$ cat config.mk
export PLATFORM = sky130hd
export DESIGN_NAME = weight_loader
export DESIGN_NICKNAME = d
export VERILOG_FILES = /design/src/rtl/weight_loader.sv
export SDC_FILE = /design/constraint.sdc
export NUM_CORES = 1
export LEC_CHECK = 0
export CAP_MARGIN = 25
export CORE_ASPECT_RATIO = 2
export CORE_MARGIN = 2
export CORE_UTILIZATION = 35
export DETAILED_ROUTE_END_ITERATION = 8
export GPL_TIMING_DRIVEN = 0
export HOLD_SLACK_MARGIN = 0.02
export PLACE_DENSITY = 0.58
export SYNTH_ARGS = -nofsm -noshare
export SYNTH_HDL_FRONTEND = slang
export SYNTH_SLANG_ARGS = --single-unit
$ cat constraint.sdc
create_clock -name clk -period 4.2 [get_ports clk]
set_input_delay 0.42 -clock clk [delete_from_list [all_inputs] [get_ports clk]]
set_output_delay 0.42 -clock clk [all_outputs]
set_load 0.02 [all_outputs]
$ cat src/rtl/weight_loader.sv
// Weight stream loader: parses header+payload words from the config port and
// drives the shared weight-memory write bus with one write per accepted payload word.
module weight_loader #(
    parameter int unsigned cfgWidth     = 32,
    parameter int unsigned dataWidth    = 16,
    parameter int unsigned addressWidth = 10,
    parameter int unsigned numLayers    = 4,
    parameter int unsigned maxWeights   = 784
) (
    input  logic                    clk,
    input  logic                    rst_n,
    input  logic                    cfg_valid,
    input  logic [cfgWidth-1:0]     cfg_data,
    output logic                    cfg_ready,
    output logic [7:0]              w_layer,
    output logic [7:0]              w_neuron,
    output logic                    w_wen,
    output logic [addressWidth-1:0] w_wadd,
    output logic [dataWidth-1:0]    w_win,
    output logic                    load_done,
    output logic                    load_err
);

    localparam int unsigned hdr_w = 32;
    localparam int unsigned idx_w = 16;

    typedef struct packed {
        logic [7:0]       layer;
        logic [7:0]       neuron;
        logic [idx_w-1:0] count;
    } hdr_t;

    typedef enum logic [1:0] {
        IDLE,
        DATA,
        DROP,
        DONE
    } state_t;

    state_t                  state, state_nx;
    logic [idx_w-1:0]        idx, idx_nx;
    logic [idx_w-1:0]        cnt, cnt_nx;
    logic                    ready_nx;
    logic [7:0]              layer_nx, neuron_nx;
    logic                    wen_nx;
    logic [addressWidth-1:0] wadd_nx;
    logic [dataWidth-1:0]    win_nx;
    logic                    done_nx;
    logic                    err_nx;

    hdr_t hdr;
    logic accept;
    logic illegal;
    logic last_word;

    assign hdr       = hdr_t'(cfg_data[hdr_w-1:0]);
    assign accept    = cfg_valid & cfg_ready;
    assign illegal   = (32'(hdr.layer) >= numLayers) || (32'(hdr.count) > maxWeights);
    assign last_word = (idx == (cnt - idx_w'(1)));

    // Next-state and next-output decode
    always_comb begin
        state_nx  = state;
        idx_nx    = idx;
        cnt_nx    = cnt;
        layer_nx  = w_layer;
        neuron_nx = w_neuron;
        wen_nx    = 1'b0;
        wadd_nx   = w_wadd;
        win_nx    = w_win;
        err_nx    = load_err;

        case (state)
            IDLE: begin
                if (accept) begin
                    layer_nx  = hdr.layer;
                    neuron_nx = hdr.neuron;
                    cnt_nx    = hdr.count;
                    idx_nx    = '0;
                    err_nx    = 1'b0;
                    if (hdr.count == '0) begin
                        state_nx = DONE;
                    end else if (illegal) begin
                        err_nx   = 1'b1;
                        state_nx = DROP;
                    end else begin
                        state_nx = DATA;
                    end
                end
            end
            DATA: begin
                if (accept) begin
                    wen_nx  = 1'b1;
                    wadd_nx = idx[addressWidth-1:0];
                    win_nx  = cfg_data[dataWidth-1:0];
                    idx_nx  = idx + idx_w'(1);
                    if (last_word) begin
                        state_nx = DONE;
                    end
                end
            end
            DROP: begin
                if (accept) begin
                    idx_nx = idx + idx_w'(1);
                    if (last_word) begin
                        state_nx = DONE;
                    end
                end
            end
            DONE: begin
                state_nx = IDLE;
            end
            default: begin
                state_nx = IDLE;
            end
        endcase

        // ready drops only for the single completion cycle
        ready_nx = (state_nx != DONE);
        done_nx  = (state_nx == DONE);
    end

    always_ff @(posedge clk or negedge rst_n) begin
        if (!rst_n) begin
            state     <= IDLE;
            idx       <= '0;
            cnt       <= '0;
            cfg_ready <= 1'b1;
            w_layer   <= '0;
            w_neuron  <= '0;
            w_wen     <= 1'b0;
            w_wadd    <= '0;
            w_win     <= '0;
            load_done <= 1'b0;
            load_err  <= 1'b0;
        end else begin
            state     <= state_nx;
            idx       <= idx_nx;
            cnt       <= cnt_nx;
            cfg_ready <= ready_nx;
            w_layer   <= layer_nx;
            w_neuron  <= neuron_nx;
            w_wen     <= wen_nx;
            w_wadd    <= wadd_nx;
            w_win     <= win_nx;
            load_done <= done_nx;
            load_err  <= err_nx;
        end
    end

endmodule

# Yosys cells after proc, flatten, opt, wreduce, memory -nomap -nowiden
# Index checks and enable logic that the tools add are counted.
# op_classes
addsub	2
magnitude_cmp	2
n_eq_ne	8
muxes	13
n_bitwise	1
n_reduce_logical	8
# op_table
cell	count
16-bit 2-to-1 mux	2
16-bit case mux with 2 select lines	1
16-bit by 1-bit adder with 16-bit output (second input constant)	1
16-bit == test	1
16-bit by 10-bit greater-than comparator with 1-bit output (second input constant)	1
16-bit zero test	1
16-bit by 1-bit subtractor with 16-bit output (second input constant)	1
2-bit 2-to-1 mux	5
8-bit by 3-bit >= comparator with 1-bit output (second input constant)	1
2-bit == test (second input constant)	3
2-bit case mux with 3 select lines	1
1-bit 2-to-1 mux	4
2-bit inequality test (second input constant)	2
2-bit AND reduction	2
3-bit AND reduction	1
2-bit by 1-bit == test with 1-bit output (second input constant)	1
2-bit zero test	1
2-bit by 1-bit inequality test with 1-bit output (second input constant)	1
2-bit nonzero test	1
2-bit OR reduction	1
1-bit bitwise AND	1
1-bit logical OR	1
# totals
reg_bits	80

# Depth between registers and ports, before layout
# Gate-level depths: netlist (run 1).
# logic_depth
word_depth	7
depth_mapped	10

# Worst setup path after synthesis (run 1)
# No wires, ideal clock.
# synth_path
kind	register -> register
from	register state[0]
to	register idx[15]
setup_time_ps	78
arrival_time_ps	2540
slack_ps	1582
stages_incl_launch_ff	11
n_path_buf	2
cell_sequence	dfrtp_1 -> inv_1 -> ha_1 -> clkbuf_1 -> a2bb2oi_1 -> or2_2 -> clkbuf_1 -> nor3_1 -> nand3_1 -> or3_1 -> a21oi_1
# synth_between
elab_chain_len	4
# synth_lines
item	line_no	text
from (decl)	40	state_t state, state_nx;
from (signal assigned)	137	state <= state_nx;
2-bit == test or 2-bit by 1-bit == test with 1-bit output (tied branches)	73	case (state)
2-bit OR reduction (no line)	--	
2-bit by 1-bit inequality test with 1-bit output (no line) or 2-bit nonzero test (tied branches)	--	
3-bit AND reduction (no line)	--	
to (signal assigned)	138	idx <= idx_nx;
to (decl)	41	logic [idx_w-1:0] idx, idx_nx;
# Several ways; a longest one is shown, not always the timed one.
# A chain may end at the register's enable or synchronous reset.

# Worst setup path in the final report (run 1)
# Same ends and word-level chain as after synthesis.

==> results.cfg, run 1 <==
[status]
status = finished clean

[sta]
finalCriticalPeriod_ns = 3.219
tightest_slew_ns = 0.8597
finalClockSkew_ns = 0.007159
max_freq_ghz = 0.3107
period_share_pct = 76.64
grt_setup_unrepaired = false
maxSlewViolCount = 0
finalSetupViolCount = 0
hold_viol = 0
slew_headroom_pct = 42.69

[floorplan]
fp.dieW_um = 78.82
rows = 54
initial_core_util_pct = 35.80
design.die.area_um2 = 12110
ios = 81
die_h_um = 153.6
core_area_um2 = 10950

[final_layout]
final_cell_mix = 79 x dfrtp_1, 79 x clkdlybuf4s50_1, 55 x mux2_2, 27 x nand2_1, 21 x nor2_1
drive_gt1_share_pct = 17.26
antenna_cells = 0
final_core_utilization_pct = 47.98
final_nets = 483
area_growth_syn_to_layout_pct = 34.00
instances_no_fill = 586
final_cell_area_um2 = 5251

[clock_network]
clk-insertion-delay-late_ns = 0.34
htreeDepth = 3
cts_setup_buffers = 0
cts.sinks = 80
clk_path_buf_depth = 2
cts.hold.buffers_added = 1
cts_resized = 0
clk_pin_slew_ns = 0.06
numCtsBuffers = 9
root_buffer = clkbuf_16
tritoncts = built

[critical_path]
worstPathArrival_ns = 3.48
cp.required_ns = 4.46
crit_family = simple AND/OR/NAND/NOR gates
path_buf_inv = 3
reg2regPathDepth = 10
crit_top_cell = clkbuf_1
endpoint_kind = register
path_cells = inv_1 -> ha_1 -> clkbuf_1 -> a2bb2oi_1 -> or2_2 -> clkbuf_1 -> nor3_1 -> nand3_1 -> or3_1 -> a21oi_1
cp.depth = 10
crit_type = register to register
startpoint_type = register
path_max_fanout = 10
crit_path_top_delay_cell = nor3_1
slowest_delay_ns = 0.51

[grt]
grt_pass1_wl_mm = 15.99
grt_max_degree = 53
grt_pass1_vias = 3169
grt_usage_pct = 17.27
antenna_found_initial = 0
grt_overflow_total = 0

[yosys]
synth_seq_cells = 80
synth_warnings = 0
syn_area_per_cell_um2 = 11.23
syn_area_um2 = 3919
yosysSeqAreaShare_pct = 51.12
synth_cells = 349
synthArstFlopShare_pct = 100.0
ys.flop_type = dfrtp_1
synth_edf_count = 0
synth_cell_types = 49
syn_nets = 390

[pwr]
ir_drop_v = 0.0004081
p_per_area_nw_per_um2 = 704.6
leakagePower_nw = 2.152

[drt]
drt_iter0_drc = 140
ant_nets = 0
wl_per_cell_um = 16.77
wl_mm = 9.829
via_per_inst = 5.121
dr_total_vias = 3001
drc = 0
dr.pass1.iters = 4

[placed_design]
placed_cells = 570
postPlaceCellArea_um2 = 4920
hpwl_mm = 7.488
port_buffers = 80
place.gp.congestion = 0.8377

[worst_hold_path]
worstHoldPathType = register to register
holdPathStages = 2

[flow_run]
max_cap_violations = 0
-- path summary, 6_finish.rpt --
kind                        endpoint  slack [ns]      start
setup / recovery             idx[15]        0.98   state[0]
hold / removal             w_wadd[7]        0.47  w_wadd[7]
setup reg to reg             idx[15]        0.98   state[0]
min in group asynchronous      w_wen        0.54      rst_n
max in group asynchronous  cfg_ready        3.02      rst_n
hold reg to reg            w_wadd[7]        0.47  w_wadd[7]
-- power breakdown --
group          switching [W]  total (W)  internal (W)
Sequential          0.000209    0.00126       0.00105
Combinational       0.000802    0.00159      0.000792
Clock               0.000299   0.000848      0.000549
-- layout make-up --
| type | instances | area, um2 |
|---|---|---|
| Clock inverter | 3 | 65.06 |
| Buffer | 17 | 71.32 |
| Timing Repair Buffer | 82 | 835.8 |
| Inverter | 9 | 33.78 |
| Fill cell | 1065 | 5694 |
| Sequential cell | 80 | 2003 |
| Clock buffer | 12 | 256.5 |
| Tap cell | 140 | 175.2 |
| Multi-Input combinational cell | 243 | 1810 |
-- metal layers --
| layer | part of all wire [%] | vias up | track usage (%) | routed length, um |
|---|---|---|---|---|
| met2 | 56 | 66 | 32.11 | 5553 |
| met5 | 0 | - | 0 | 0 |
| li1 | - | 1431 | - | - |
| met4 | 3.8 | 0 | 8.703 | 374 |
| met1 | 36 | 1484 | 17.68 | 3529 |
| met3 | 3.8 | 20 | 3.697 | 371 |
-- registers in the layout, indices dropped and copies added, names as in the netlist --
signal     cells
cnt           16
idx           16
w_win         16
w_wadd        10
w_layer        8
w_neuron       8
state          2
cfg_ready      1
load_done      1
load_err       1
w_wen          1
-- cell families (layout without fill, tap and decap cells) --
logic type / Yosys count / after routing / share of synthesized area, %
and+or+nand+nor: 105 / 105 / 13.76
DFF: 80 / 80 / 51.12
muxes: 56 / 56 / 16.06
AOI/OAI and AO/OA: 47 / 47 / 7.983
xor gates and xnor gates: 29 / 29 / 6.481
buffers and inverters: 26 / 123 / 2.682
adders and majority gates: 6 / 6 / 1.916
-- worst min-delay path, cell delays in order (launching register included) --
cell     delay [ns]
dfrtp_1        0.34
nand2_1        0.04
o21ai_0        0.05
-- synth_stat cells (2+ instances only) --
library cell	n	area, um2
xor2_1	13	113.9
ha_1	6	75.07
nand2_1	27	101.4
or4_1	2	15.01
nand3b_1	2	15.01
o22ai_1	2	12.51
or2_2	2	12.51
nor2_1	21	78.83
o31ai_1	5	37.54
and3_1	2	12.51
xnor2_1	16	140.1
or3_1	4	25.02
clkbuf_1	16	60.06
nor3_1	12	60.06
o211ai_1	2	15.01
nand3_1	15	75.07
nand4_1	5	31.28
nor4_1	5	31.28
mux2_2	55	619.3
nor4bb_1	2	20.02
a21oi_1	9	45.04
inv_1	9	33.78
dfrtp_1	79	1977
o21ai_0	13	65.06
-- stage by stage --
| step | hold slack [ns] | total power, W | worst slack, ns | setup TNS, ns |
|---|---|---|---|---|
| after floorplan | 0.1244 | 0.002218 | 1.582 | 0 |
| final | 0.4748 | 0.003700 | 0.9811 | 0 |
| after CTS | 0.4848 | 0.003740 | 0.9678 | 0 |
| after global placement | 0.4629 | 0.002826 | -0.1968 | -14.97 |
| after global routing | 0.5140 | 0.003904 | 0.7546 | 0 |
| after detailed placement | 0.3737 | 0.002876 | 0.9905 | 0 |
Power figures use the tool's default switching activity.
==> run 2: changes to the inputs <==
--- a/config.mk
+++ b/config.mk
@@ -12,7 +12,7 @@
 export DETAILED_ROUTE_END_ITERATION = 8
 export GPL_TIMING_DRIVEN = 0
 export HOLD_SLACK_MARGIN = 0.02
-export PLACE_DENSITY = 0.58
+export PLACE_DENSITY = 0.6
 export SYNTH_ARGS = -nofsm -noshare
 export SYNTH_HDL_FRONTEND = slang
 export SYNTH_SLANG_ARGS = --single-unit
==> constraint.sdc (replaced) <==
create_clock -name clk -period 2.8 [get_ports clk]
set_input_delay 0.28 -clock clk [delete_from_list [all_inputs] [get_ports clk]]
set_output_delay 0.28 -clock clk [all_outputs]
set_load 0.02 [all_outputs]
==> run 2 against run 1 <==
Net effect:
- maximum frequency rose by 20%
- critical endpoint is now cfg_ready
- largest power group unchanged
- setup slack worse by 0.87 ns
- combinational power up 52%
- largest cell class unchanged
- first-iteration DRC count shrank 7.9%
- power grew 46%
==> results.cfg, run 2 (synthesis gave the netlist of run 1 again) <==
[sta]
maxSlewViolCount = 0
worst_slack_ns = 0.1067
slew_headroom_pct = 51.42
finalSetupViolCount = 0
finalCriticalPeriod_ns = 2.693
timing.hold.ws_ns = 0.4211
period_share_pct = 96.19
hold_viol = 0
grt_setup_unrepaired = false
tightest_slew_ns = 0.7288
max_freq_ghz = 0.3713
finalClockSkew_ns = 0.004529
tns_ns = 0

[clock_network]
tritoncts = built
numCtsBuffers = 9
root_buffer = clkbuf_16
cts_setup_buffers = 0
clk-insertion-delay-late_ns = 0.33
clk_pin_slew_ns = 0.06
clk_path_buf_depth = 2
cts.sinks = 80
htreeDepth = 3

[final_layout]
seq_area_um2 = 2004
area_growth_syn_to_layout_pct = 33.24
largestRegisters = cnt: 16 flops, idx: 16 flops, w_win: 16 flops
fill_cells = 1052
drive_gt1_share_pct = 18.06
final_common_cell = clkdlybuf4s50_1
final_cell_mix = 79 x clkdlybuf4s50_1, 78 x dfrtp_1, 55 x mux2_2, 27 x nand2_1, 21 x nor2_1
multiInputGateArea_um2 = 1834
antenna_cells = 0
final_core_utilization_pct = 47.70
final_nets = 481

[grt]
grt_usage_pct = 17.38
grt_pass1_vias = 3139
antenna_found_initial = 0
grt_pass1_wl_mm = 16.23
grt_max_degree = 53
grt_overflow_total = 0

[critical_path]
path_max_fanout = 8
reg2regPathDepth = 7
endpoint_kind = register
cp.required_ns = 3.06
reg2reg_slack_ns = 0.11
crit_type = register to register
startpoint_type = register
worstSetupEndpoint = cfg_ready
worstPathArrival_ns = 2.95
startpoint = cnt[2]
timing.rr.start = cnt[2]
rr_endpoint = cfg_ready

[floorplan]
design.die.area_um2 = 12110
die_h_um = 153.6
fp.dieW_um = 78.82
initial_core_util_pct = 35.80
ios = 81
core_area_um2 = 10950
rows = 54

[worst_hold_path]
worstHoldPathType = input port to async pin

[drt]
ant_nets = 0
drc = 0
drt_iter0_drc = 129
dr_total_vias = 2994
dr.pass1.iters = 4
via_per_inst = 5.136
wl_mm = 9.803
wl_per_cell_um = 16.81

[pwr]
p_total_w = 0.005387
internal-power_w = 0.003430
comb_power_share_pct = 44.7
switching_share_pct = 36.32
power_frac_seq_pct = 34.9
ir_drop_v = 0.0005353
p_sw_w = 0.001957
p_clk_share_pct = 20.4
leakagePower_nw = 2.131
p_per_area_nw_per_um2 = 1032

[flow_run]
max_cap_violations = 0

[placed_design]
hpwl_mm = 7.424
place.gp.congestion = 0.8618
post-place-ws_ns = -0.3361
port_buffers = 80

[status]
status = finished clean
## run 2: cell count changes in the layout (fill, tap and decap cells not counted), sizes merged
cell    delta
bufinv     -2
clkinv     -1
## run 2: layout make-up
cell class | count | share of cell area [%]
plain buffers | 15 | 1.222
well taps | 140 | 3.355
repair buffers | 82 | 16.01
inverters | 9 | 0.6470
clock buffers | 14 | 5.248
multi-input cells | 243 | 35.13
flip-flops and latches | 80 | 38.39
## run 2: worst min-delay path by stage
stage | cells past startpoint | endpoint | startpoint
2_1_floorplan | 0 | cnt[0] | rst_n
3_3_place_gp | 2 | w_wadd[5] | w_wadd[5]
3_5_place_dp | 1 | w_layer[1] | rst_n
4_1_cts | 2 | w_layer[1] | rst_n
5_1_grt | 2 | cnt[0] | rst_n
6_report | 2 | w_layer[1] | rst_n
## run 2: worst max-delay path, stage by stage, from the launching register on
cell	delay (ns)
dfrtp_1	0.37
buf_6	0.14
nor4_4	0.44
nand4_1	0.24
or4_1	0.50
o21ai_0	0.26
o221ai_1	0.31
o31a_1	0.36
## run 2: power by group through the flow
stage                     Combinational [W]  Sequential [W]  Clock [W]
after floorplan                     0.00114         0.00218          0
after global placement              0.00236         0.00188          0
after detailed placement            0.00241         0.00190          0
after CTS                           0.00242         0.00188    0.00113
after global routing                0.00259         0.00194    0.00118
final                               0.00241         0.00188    0.00110
## run 2: timing repair
| action | in CTS | in global routing |
|---|---|---|
| hold buffers | 1 | 0 |
| pin swaps | 0 | 0 |
| setup endpoints to repair | 3 | 3 |
| gates resized for setup | 3 | 3 |
| hold endpoints to repair | 28 | 0 |
## run 2: through the flow
stage | area, um2 | cells
6_report | 5221 | 583
5_1_grt | 5221 | 583
4_1_cts | 5213 | 584
3_5_place_dp | 4920 | 570
3_3_place_gp | 4895 | 569
2_1_floorplan | 3919 | 349
## run 2: layer usage
metal  global-route usage, %  share of wire [%]  wire length [um]  vias up
met4                   8.292                3.2               314        0
met3                   2.876                3.0               294       19
met5                       0                  0                 0        -
met2                   31.71                 56              5488       63
met1                   19.13                 38              3705     1489
li1                        -                  -                 -     1423
